==> config.mk <==
export PLATFORM = sky130hd
export DESIGN_NAME = usb_rx_ctrl
export DESIGN_NICKNAME = d
export VERILOG_FILES = /design/src/rtl/usb_rx_pkg.sv /design/src/rtl/usb_rx_ctrl_flex_counter.sv /design/src/rtl/usb_rx_ctrl.sv
export SDC_FILE = /design/constraint.sdc
export NUM_CORES = 1
export LEC_CHECK = 0
export BUFFER_PORTS_ARGS = -buffer_cell sky130_fd_sc_hd__buf_2
export CORE_MARGIN = 4
export CORE_UTILIZATION = 28
export CTS_CLUSTER_SIZE = 30
export DETAILED_ROUTE_END_ITERATION = 6
export MAX_ROUTING_LAYER = met4
export SLEW_MARGIN = 20
export SYNTH_ARGS = -nofsm -noshare
export SYNTH_HDL_FRONTEND = slang
export SYNTH_SLANG_ARGS = --single-unit
export TNS_END_PERCENT = 100
==> constraint.sdc <==
create_clock -name clk -period 2.3 [get_ports clk]
set_input_delay 0.575 -clock clk [delete_from_list [all_inputs] [get_ports clk]]
set_output_delay 0.575 -clock clk [all_outputs]
set_load 0.005 [all_outputs]
==> src/rtl/usb_rx_pkg.sv <==
// usb_rx_pkg: shared types, defaults and PID helper for the USB RX control path
package usb_rx_pkg;
    typedef enum logic [3:0] {
        IDLE, SYNC_WAIT, BYTE_WAIT, STORE, EOP_EDGE, ERR_WAIT_EOP, ERR_EOP_EDGE, ERR_IDLE
    } rx_state_t;
    localparam logic [7:0] SYNC_DEFAULT = 8'h80;
    function automatic logic pid_ok(input logic [7:0] pid);
        return pid[7:4] == ~pid[3:0];
    endfunction
endpackage

==> src/rtl/usb_rx_ctrl_flex_counter.sv <==
// flex_counter: clearable up-counter that saturates at LIMIT
module flex_counter #(
    parameter int WIDTH = 7,
    parameter logic [WIDTH-1:0] LIMIT = '1
) (
    input  logic             clk,
    input  logic             n_rst,
    input  logic             clear,
    input  logic             count_enable,
    output logic [WIDTH-1:0] count
);
    always_ff @(posedge clk or negedge n_rst)
        if (!n_rst) count <= '0;
        else if (clear) count <= '0;
        else if (count_enable && count != LIMIT) count <= count + 1'b1;
endmodule

==> src/rtl/usb_rx_ctrl.sv <==
// usb_rx_ctrl: USB RX control FSM (SYNC check, byte count, EOP/overflow errors); USB_RX_PID_CHECK_EN adds a first-byte PID check
module usb_rx_ctrl
    import usb_rx_pkg::*;
#(
    parameter logic [7:0] SYNC_BYTE = SYNC_DEFAULT,
    parameter int MAX_BYTES = 64,
    parameter int CNT_W = 7
) (
    input  logic             clk,
    input  logic             n_rst,
    input  logic             d_edge,
    input  logic             eop,
    input  logic             shift_enable,
    input  logic             byte_received,
    input  logic [7:0]       rcv_data,
    output logic             rcving,
    output logic             w_enable,
    output logic [7:0]       rx_byte,
    output logic             r_error,
    output logic [CNT_W-1:0] byte_count
);
    rx_state_t state;
    logic [2:0] bit_cnt;
    logic full, pid_bad;
    assign full = byte_count == CNT_W'(MAX_BYTES);
`ifdef USB_RX_PID_CHECK_EN
    assign pid_bad = byte_count == '0 && !pid_ok(rcv_data);
`else
    assign pid_bad = 1'b0;
`endif
    assign rcving   = state != IDLE && state != ERR_IDLE;
    assign w_enable = state == STORE;
    assign r_error  = state == ERR_WAIT_EOP || state == ERR_EOP_EDGE || state == ERR_IDLE;
    flex_counter #(.WIDTH(CNT_W), .LIMIT(CNT_W'(MAX_BYTES))) u_byte_cnt (
        .clk(clk),
        .n_rst(n_rst),
        .clear(state == IDLE && d_edge),
        .count_enable(state == STORE),
        .count(byte_count)
    );
    always_ff @(posedge clk or negedge n_rst)
        if (!n_rst) bit_cnt <= '0;
        else if (byte_received) bit_cnt <= '0;
        else if (shift_enable && rcving) bit_cnt <= bit_cnt + 1'b1;
    always_ff @(posedge clk or negedge n_rst)
        if (!n_rst) begin
            state   <= IDLE;
            rx_byte <= '0;
        end else begin
            case (state)
                IDLE:      if (d_edge) state <= SYNC_WAIT;
                SYNC_WAIT:
                    if (byte_received) state <= rcv_data == SYNC_BYTE ? BYTE_WAIT : ERR_WAIT_EOP;
                    else if (eop && shift_enable) state <= ERR_EOP_EDGE;
                BYTE_WAIT:
                    if (byte_received) begin
                        if (full || pid_bad) state <= ERR_WAIT_EOP;
                        else begin
                            state   <= STORE;
                            rx_byte <= rcv_data;
                        end
                    end else if (eop && shift_enable)
                        state <= bit_cnt == '0 ? EOP_EDGE : ERR_EOP_EDGE;
                STORE:        state <= BYTE_WAIT;
                EOP_EDGE:     if (d_edge) state <= IDLE;
                ERR_WAIT_EOP: if (eop && shift_enable) state <= ERR_EOP_EDGE;
                ERR_EOP_EDGE: if (d_edge) state <= ERR_IDLE;
                ERR_IDLE:     if (d_edge) state <= SYNC_WAIT;
                default:      state <= IDLE;
            endcase
        end
endmodule
==> results of run 1 <==
-- stage by stage --
step                      area, um^2    util  std cells
after floorplan                 1378       -        136
after global placement          1569  0.3300        226
after detailed placement        1569  0.3300        226
after CTS                       1640  0.3450        230
after global routing            1640  0.3450        230
final                           1640  0.3450        230
-- flip-flops by register name (all words and copies together) (netlist names) --
signal / cells
rx_byte: 8
u_byte_cnt.count: 7
state: 4
bit_cnt: 3
-- layout by cell type, fill, tap and decap left out, drive strengths merged, types with 3 or more instances in the layout --
master  instances
nand2           5
ha              4
a21oi           7
nand3           5
nor3            3
xor2            4
nand2b          7
nand4           5
clkbuf          3
inv             7
mux2            9
buf            31
mux2i           3
dfrtp          22
nor2           12
and2            3
a221oi          3
-- metal layers --
| metal | part of all wire | up-vias |
|---|---|---|
| met1 | 0.48 | 514 |
| met4 | 0.0095 | 0 |
| met3 | 0.054 | 2 |
| met5 | 0 | - |
| met2 | 0.46 | 29 |
| li1 | - | 532 |
-- kinds of logic (layout without fill, tap and decap cells) --
| group | Yosys count | count (layout) | share of synthesized area |
|---|---|---|---|
| simple gates | 57 | 57 | 0.2580 |
| flops | 22 | 22 | 0.3996 |
| compound gates | 19 | 19 | 0.1136 |
| buf+inv | 15 | 42 | 0.05359 |
| mux | 12 | 12 | 0.09809 |
| xor+xnor | 6 | 6 | 0.03815 |
| fa+ha+maj | 4 | 4 | 0.03633 |
| other cells | 1 | 1 | 0.002722 |
-- cell type report --
| cell class | instances | area (um^2) | area share |
|---|---|---|---|
| Tap cell | 67 | 83.83 | 0.05111 |
| Multi-Input combinational cell | 99 | 753.2 | 0.4592 |
| Inverter | 7 | 26.28 | 0.01602 |
| Sequential cell | 22 | 550.5 | 0.3356 |
| Clock inverter | 1 | 30.03 | 0.01831 |
| Clock buffer | 3 | 41.29 | 0.02517 |
| Timing Repair Buffer | 31 | 155.1 | 0.09458 |
-- worst max-delay path, delay by kind of cell (launching register included) --
family          cells  cell delay (ns)
compound gates      1             0.19
simple gates        1             0.40
flops               1             0.53
buf+inv             2             0.17
-- power groups by stage --
| stage | clock network [uW] | registers, uW | logic [uW] |
|---|---|---|---|
| floorplan | 0 | 447 | 84.2 |
| global placement | 0 | 451 | 144 |
| detailed placement | 0 | 450 | 146 |
| CTS | 386 | 443 | 147 |
| global route | 403 | 449 | 161 |
| finish | 370 | 443 | 144 |
-- final timing paths --
kind	from	to	slack, ns
worst max register to register	u_byte_cnt.count[0]	rx_byte[4]	0.47
max in group asynchronous	n_rst	u_byte_cnt.count[6]	1.66
min in group clk	rx_byte[6]	rx_byte[6]	0.51
worst max-delay path	state[2]	rcving	0.18
worst min-delay path	n_rst	bit_cnt[0]	0.28
worst min register to register	rx_byte[6]	rx_byte[6]	0.51
==> impl_metrics.json, run 1 <==
{
  "slew_headroom": 0.5999,
  "grt.busiest_layer": "met2",
  "cp.arrival_ns": 1.55,
  "p_sw_frac": 0.2378,
  "post_cts_resized": 0,
  "max-cap-violations": 0,
  "first_pass_iters": 4,
  "pre_cts_slack_ns": 0.3864,
  "syn_nets": 154,
  "synth_seq_cells": 22,
  "crit_fanout": 14,
  "initial_utilization": 0.2897,
  "cts_hold_buffers": 0,
  "area_growth_pct": 19.07,
  "slowest_stage": "dfrtp_1",
  "synthDistinctLibCells": 46,
  "clockBufferDepth": 2,
  "async_flop_share": 1.000,
  "synth.most_common_cell": "dfrtp_1",
  "synth_area_um2": 1378,
  "setup_ws_ns": 0.1785,
  "status": "finished clean",
  "combPwrFrac": 0.150,
  "worst_slew_pin_slew_ns": 0.5947,
  "vias": 1077,
  "rows": 25,
  "synth_top_flop_cell": "dfrtp_1",
  "max_stage_delay_ns": 0.53,
  "tns_ns": 0,
  "finalHoldViolations": 0,
  "port_buffers": 31,
  "cts.htree.levels": 1,
  "crit_path_end_kind": "output port",
  "crit_type": "reg2out",
  "yosys_warnings": 0,
  "synth_top_area_share": 0.3996,
  "synth_edf_count": 0,
  "ioPinCount": 32,
  "fillers": 508,
  "clkSlewWorstSetupHoldPaths_ns": 0.08,
  "min_period_over_period": 0.9224,
  "netlist_instances": 136,
  "grt_pass1_wl_mm": 5.071,
  "cp-start-kind": "register",
  "grt_pass1_vias": 1039,
  "worstRegToRegCells": 5,
  "synth_commonest_cells": "dfrtp_1 (22), nor2_1 (12), mux2_2 (8)",
  "leakagePower_uw": 0.0007519,
  "hold_class": "in2async",
  "vias_per_cell": 4.683,
  "die_height_um": 78.14,
  "pwr-share-clk": 0.386,
  "coreArea_um2": 4755,
  "clock-sinks": 22,
  "cts_buffers": 3,
  "cts_tree": "built",
  "layout.nets": 182,
  "diodes": 0,
  "setup_viol": 0,
  "rsz0062_at_grt": "false",
  "layout-drive-gt1-share": 0.3436,
  "antenna_found_initial": 0,
  "grtUsageMet3": 0.03440,
  "drc": 0,
  "antenna_left": 0,
  "skew_ns": 0.002860,
  "p_seq_frac": 0.463,
  "netlist_top_cells_area": "dfrtp_1 (40%), mux2_2 (6.5%), ha_1 (3.6%)",
  "holdWs_ns": 0.2751,
  "switchingPower_uw": 227.7,
  "power_density_nw_per_um2": 583.8,
  "die_x_um": 78.14,
  "root_buffer": "clkbuf_8",
  "wl_per_cell_um": 13.27,
  "p_total_uw": 957.5,
  "dp_hpwl_mm": 2.252,
  "p_int_uw": 729.9,
  "drv_slew": 0,
  "path_cells": "or3_4, a21oi_4, inv_1, buf_2",
  "clock_latency_ns": 0.27,
  "yosysTopAreaCell": "dfrtp_1",
  "post_cts_buffers": 0,
  "met1_usage": 0.1339,
  "dieArea_um2": 6106,
  "grt_use_met2": 0.1644,
  "grt_max_degree": 23,
  "period_needed_ns": 2.121,
  "overflow": 0,
  "grt_util_all_layers": 0.1071,
  "avgSynthCellArea_um2": 10.13,
  "max-vdd-ir-drop_uv": 280.9,
  "max_freq_mhz": 471.4,
  "synth-seq-area-share": 0.3996,
  "drt-total-wl_mm": 3.051,
  "drt_first_iter_violations": 38,
  "routabilityCongestion": 0.7771,
  "required_ns": 1.73
}
Power figures use the tool's default switching activity.
==> run 2, diff against run 1 <==
Settings changed: ABC_AREA from default to 1.
==> impl_metrics.json, run 2 <==
{
  "synth_top_flop_cell": "dfrtp_1",
  "synth_compound_area_frac": 0.1185,
  "antenna_found_initial": 0,
  "synth_seq_cells": 22,
  "leakagePower_uw": 0.0009251,
  "pre_cts_slack_ns": 0.6839,
  "clock_latency_ns": 0.25,
  "skew_ns": 0.002426,
  "drv_slew": 0,
  "syn_nets": 205,
  "cts.htree.levels": 1,
  "min_period_over_period": 0.8313,
  "cts_buffers": 3,
  "tns_ns": 0,
  "holdWs_ns": 0.2804,
  "cts_tree": "built",
  "multi_input_area_um2": 665.6,
  "yosysTopAreaCell": "dfrtp_1",
  "first_pass_iters": 4,
  "synth_top_family_by_area": "simple AND/OR/NAND/NOR gates",
  "yosys_warnings": 0,
  "power_density_nw_per_um2": 759.0,
  "crit_path_end_kind": "output port",
  "grt_pass1_wl_mm": 4.650,
  "synth_area_um2": 1363,
  "rows": 25,
  "post_cts_resized": 0,
  "cp.arrival_ns": 1.34,
  "yosys.area_share.simple": 0.3242,
  "dp_hpwl_mm": 2.270,
  "drt_first_iter_violations": 52,
  "coreArea_um2": 4723,
  "final_common_cell": "nand2_1",
  "synthAdderAreaFrac": 0.03673,
  "overflow": 0,
  "final_cell_mix": "nand2_1 (48), inv_1 (34), buf_2 (31), dfrtp_1 (22), nand3_1 (17)",
  "post_cts_buffers": 0,
  "p_total_uw": 1249,
  "diodes": 0,
  "wl_per_cell_um": 9.972,
  "synth.most_common_cell": "nand2_1",
  "crit_fanout": 7,
  "setup_viol": 0,
  "muxShareOfSynthArea": 0,
  "slew_headroom": 0.6603,
  "clkSlewWorstSetupHoldPaths_ns": 0.08,
  "clockBufferDepth": 2,
  "dieArea_um2": 6047,
  "synthDistinctLibCells": 24,
  "synth_top_area_share": 0.4040,
  "initial_utilization": 0.2885,
  "largest-register": "rx_byte",
  "layout-drive-gt1-share": 0.2489,
  "grt_pass1_vias": 1031,
  "synth_commonest_cells": "nand2_1 (48), inv_1 (34), dfrtp_1 (22)",
  "largest_reg_flops": 8,
  "ioPinCount": 32,
  "drc": 0,
  "max_stage_delay_ns": 0.47,
  "status": "finished clean",
  "root_buffer": "clkbuf_8",
  "synth-seq-area-share": 0.4040,
  "routabilityCongestion": 0.7717,
  "vias_per_cell": 4.205,
  "finalHoldViolations": 0,
  "cp-start-kind": "register",
  "port_buffers": 31,
  "hold_class": "in2async",
  "avgSynthCellArea_um2": 7.286,
  "synth_edf_count": 0,
  "max-vdd-ir-drop_uv": 298.7,
  "postLayoutCoreUtil": 0.3483,
  "path_common_cell": "nand2_1",
  "crit_type": "reg2out",
  "fillers": 504,
  "antenna_left": 0,
  "layout.nets": 240,
  "netlist_instances": 187,
  "worst_slew_pin_slew_ns": 0.5095,
  "area.sequential_um2": 550.5,
  "max_freq_mhz": 523.0,
  "slowest_stage": "dfrtp_1",
  "setup_ws_ns": 0.3880,
  "vias": 1211,
  "grt_util_all_layers": 0.09524,
  "required_ns": 1.73,
  "period_needed_ns": 1.912,
  "rsz0062_at_grt": "false",
  "area_growth_pct": 20.75,
  "die_height_um": 77.76,
  "async_flop_share": 1.000,
  "reg.largest.list": "rx_byte x8, u_byte_cnt.count x7, state x4",
  "synthXorXnorAreaFrac": 0.006428,
  "crit_family": "flip-flops",
  "netlist_top_cells_area": "dfrtp_1 (40%), nand2_1 (13%), inv_1 (9.4%)",
  "grt_max_degree": 23,
  "path_buf_inv": 2,
  "drt-total-wl_mm": 2.872,
  "cts_hold_buffers": 0,
  "max-cap-violations": 0,
  "die_x_um": 77.76,
  "clock-sinks": 22,
  "path_cells": "nor2_1, nand2_1, nand2_1, inv_1, buf_2"
}
run 2: layer usage:
metal  vias to the layer above  track usage  part of all wire
met5                         -            -                 0
met4                         0      0.01601            0.0049
met3                         2      0.02204             0.051
met2                        28       0.1567              0.46
met1                       526       0.1209              0.49
li1                        655            -                 -
run 2: path summary, 6_finish.rpt:
check                                     from             endpoint  slack, ns  depth (start not counted)
max                                   state[1]               rcving       0.39                          5
min in group clk                    rx_byte[7]           rx_byte[7]       0.48                          2
max in group asynchronous                n_rst  u_byte_cnt.count[2]       1.68                          1
max reg2reg                u_byte_cnt.count[0]             state[1]       0.71                         11
min                                      n_rst           rx_byte[6]       0.28                          1
min reg2reg                         rx_byte[7]           rx_byte[7]       0.48                          2
run 2: final cells by class:
| cell class | count | share of cell area |
|---|---|---|
| multi-input cells | 128 | 0.4046 |
| flip-flops and latches | 22 | 0.3346 |
| repair buffers | 31 | 0.09430 |
| inverters | 36 | 0.08213 |
| well taps | 67 | 0.05095 |
| clock buffers | 4 | 0.03346 |
run 2: cell families (layout without fill, tap and decap cells):
| logic type | count (synthesis) | in the layout |
|---|---|---|
| flops | 22 | 22 |
| fa+ha+maj | 4 | 4 |
| other cells | 1 | 1 |
| compound gates | 25 | 25 |
| buf+inv | 37 | 71 |
| simple gates | 97 | 97 |
| xor+xnor | 1 | 1 |
run 2: report_power, final:
part	switching [uW]	internal (uW)	leakage [uW]
Clock	123	152	0.0000288
Sequential	63.3	478	0.000296
Combinational	254	178	0.000600
run 2: per-stage QoR:
step	cells	area, um^2
6_report	288	1645
5_1_grt	288	1645
4_1_cts	288	1645
3_5_place_dp	284	1590
3_3_place_gp	284	1590
2_1_floorplan	187	1363
run 2: worst reg2reg max path, delay by kind of cell, from the launching register on:
family | cells | cell delay [ns]
buffers and inverters | 2 | 0.16
adders and majority gates | 1 | 0.15
and+or+nand+nor | 8 | 0.79
DFF | 1 | 0.40
==> run 3, diff against run 2 <==
Clock period 2.3 ns to 1.95 ns, I/O delays scaled along.
==> impl_metrics.json, run 3 (synthesis results as in run 2) <==
{
  "port_buffers": 31,
  "cts_tree": "built",
  "hold_class": "in2async",
  "diodes": 0,
  "skew_ns": 0.003901,
  "rsz0062_at_grt": "false",
  "cp-start-kind": "register",
  "finalHoldViolations": 0,
  "fillers": 496,
  "cts.htree.levels": 1,
  "rows": 25,
  "die_x_um": 77.76,
  "fin_area_um2": 1634,
  "drt-total-wl_mm": 2.853,
  "clkSlewWorstSetupHoldPaths_ns": 0.08,
  "grt_pass1_vias": 1111,
  "multi_input_area_um2": 668.1,
  "cts_hold_buffers": 0,
  "layout.nets": 240,
  "worst_slew_pin_slew_ns": 0.5024,
  "power_density_nw_per_um2": 875.3,
  "layout-drive-gt1-share": 0.2500,
  "drc": 0,
  "clock-sinks": 22,
  "clock_latency_ns": 0.26,
  "tns_ns": 0,
  "reg.largest.list": "rx_byte x8, u_byte_cnt.count x7, state x4",
  "largest-register": "rx_byte",
  "crit_path_end_kind": "output port",
  "crit_fanout": 5,
  "path_cells": "inv_1, nand2_1, inv_1, nand3_1, nand2_1, inv_1, buf_2",
  "max_stage_delay_ns": 0.39,
  "grt_util_all_layers": 0.1007,
  "min_period_over_period": 0.9091,
  "grt_pass1_wl_mm": 4.878,
  "clockBufferDepth": 2,
  "dp_hpwl_mm": 2.238,
  "cp.arrival_ns": 1.29,
  "slew_headroom": 0.6651,
  "final_cell_mix": "nand2_1 (48), inv_1 (34), buf_2 (31), dfrtp_1 (22), nand3_1 (17)",
  "max_freq_mhz": 564.1,
  "status": "finished clean",
  "initial_utilization": 0.2885,
  "wl_per_cell_um": 9.941,
  "drv_slew": 0,
  "post_cts_buffers": 0,
  "grt_max_degree": 23,
  "antenna_found_initial": 0,
  "first_pass_iters": 4,
  "overflow": 0,
  "vias": 1221,
  "crit_family": "flip-flops",
  "antenna_left": 0,
  "path_buf_inv": 4,
  "slowest_stage": "dfrtp_1",
  "required_ns": 1.46,
  "cts_buffers": 3,
  "drt_first_iter_violations": 105,
  "dieArea_um2": 6047,
  "setup_viol": 0,
  "final_common_cell": "nand2_1",
  "period_needed_ns": 1.773,
  "path_common_cell": "inv_1",
  "max-cap-violations": 0,
  "root_buffer": "clkbuf_8",
  "coreArea_um2": 4723,
  "area_growth_pct": 19.93,
  "leakagePower_uw": 0.0009184,
  "ioPinCount": 32,
  "area.sequential_um2": 550.5,
  "place_area_um2": 1590,
  "vias_per_cell": 4.254,
  "crit_type": "reg2out",
  "routabilityCongestion": 0.7949,
  "max-vdd-ir-drop_uv": 302.7,
  "largest_reg_flops": 8,
  "die_height_um": 77.76
}
==> run 3: cell count changes in the layout (fill, tap and decap cells not counted), sizes merged <==
cell and change:
clkbuf -1
==> run 3: layer usage <==
| layer | global-route usage | vias up | part of all wire |
|---|---|---|---|
| met2 | 0.1524 | 32 | 0.44 |
| met4 | 0.03737 | 0 | 0.012 |
| li1 | - | 655 | - |
| met5 | - | - | 0 |
| met1 | 0.1313 | 530 | 0.49 |
| met3 | 0.02204 | 4 | 0.059 |
==> run 3: area by class of cell <==
| class | count | area share |
|---|---|---|
| Clock buffer | 3 | 0.02527 |
| Inverter | 36 | 0.08270 |
| Multi-Input combinational cell | 128 | 0.4089 |
| Sequential cell | 22 | 0.3369 |
| Tap cell | 67 | 0.05130 |
| Timing Repair Buffer | 31 | 0.09495 |
==> run 3: worst register-to-register path, delay by kind of cell, from the launching register on <==
family	cells	cell delay, ns
adders and majority gates	1	0.15
buffers and inverters	2	0.16
DFF	1	0.40
and+or+nand+nor	8	0.79
==> run 3: final timing paths <==
kind / startpoint / to / slack [ns] / depth (start not counted)
max: state[3] / rcving / 0.18 / 7
min: n_rst / rx_byte[0] / 0.18 / 1
max reg2reg: u_byte_cnt.count[0] / state[1] / 0.35 / 11
min reg2reg: rx_byte[1] / rx_byte[1] / 0.48 / 2
max in group asynchronous: n_rst / state[2] / 1.43 / 1
min in group clk: rcv_data[3] / rx_byte[3] / 0.47 / 3
==> run 3: metrics by stage <==
step / hold WS, ns / utilization / setup slack, ns / power [uW] / instances
final: 0.1840 / 0.3460 / 0.1773 / 1430 / 287
after global routing: 0.2266 / 0.3460 / 0.03202 / 1568 / 287
after CTS: 0.2039 / 0.3454 / 0.1252 / 1451 / 287
after detailed placement: 0.4634 / 0.3367 / 0.3383 / 1163 / 284
after global placement: 0.4658 / 0.3367 / 0.4101 / 1161 / 284
after floorplan: 0.1919 / - / 0.5936 / 984.4 / 187
==> run 3: where the power goes <==
| group | internal [uW] | total (uW) | switching [uW] |
|---|---|---|---|
| Sequential | 565 | 643 | 78.6 |
| Clock | 138 | 281 | 143 |
| Combinational | 212 | 506 | 295 |
==> run 3: timing repair <==
action                     in CTS  in global routing
hold endpoints to repair        0                  0
setup endpoints to repair       0                  1
resized for setup               0                  1
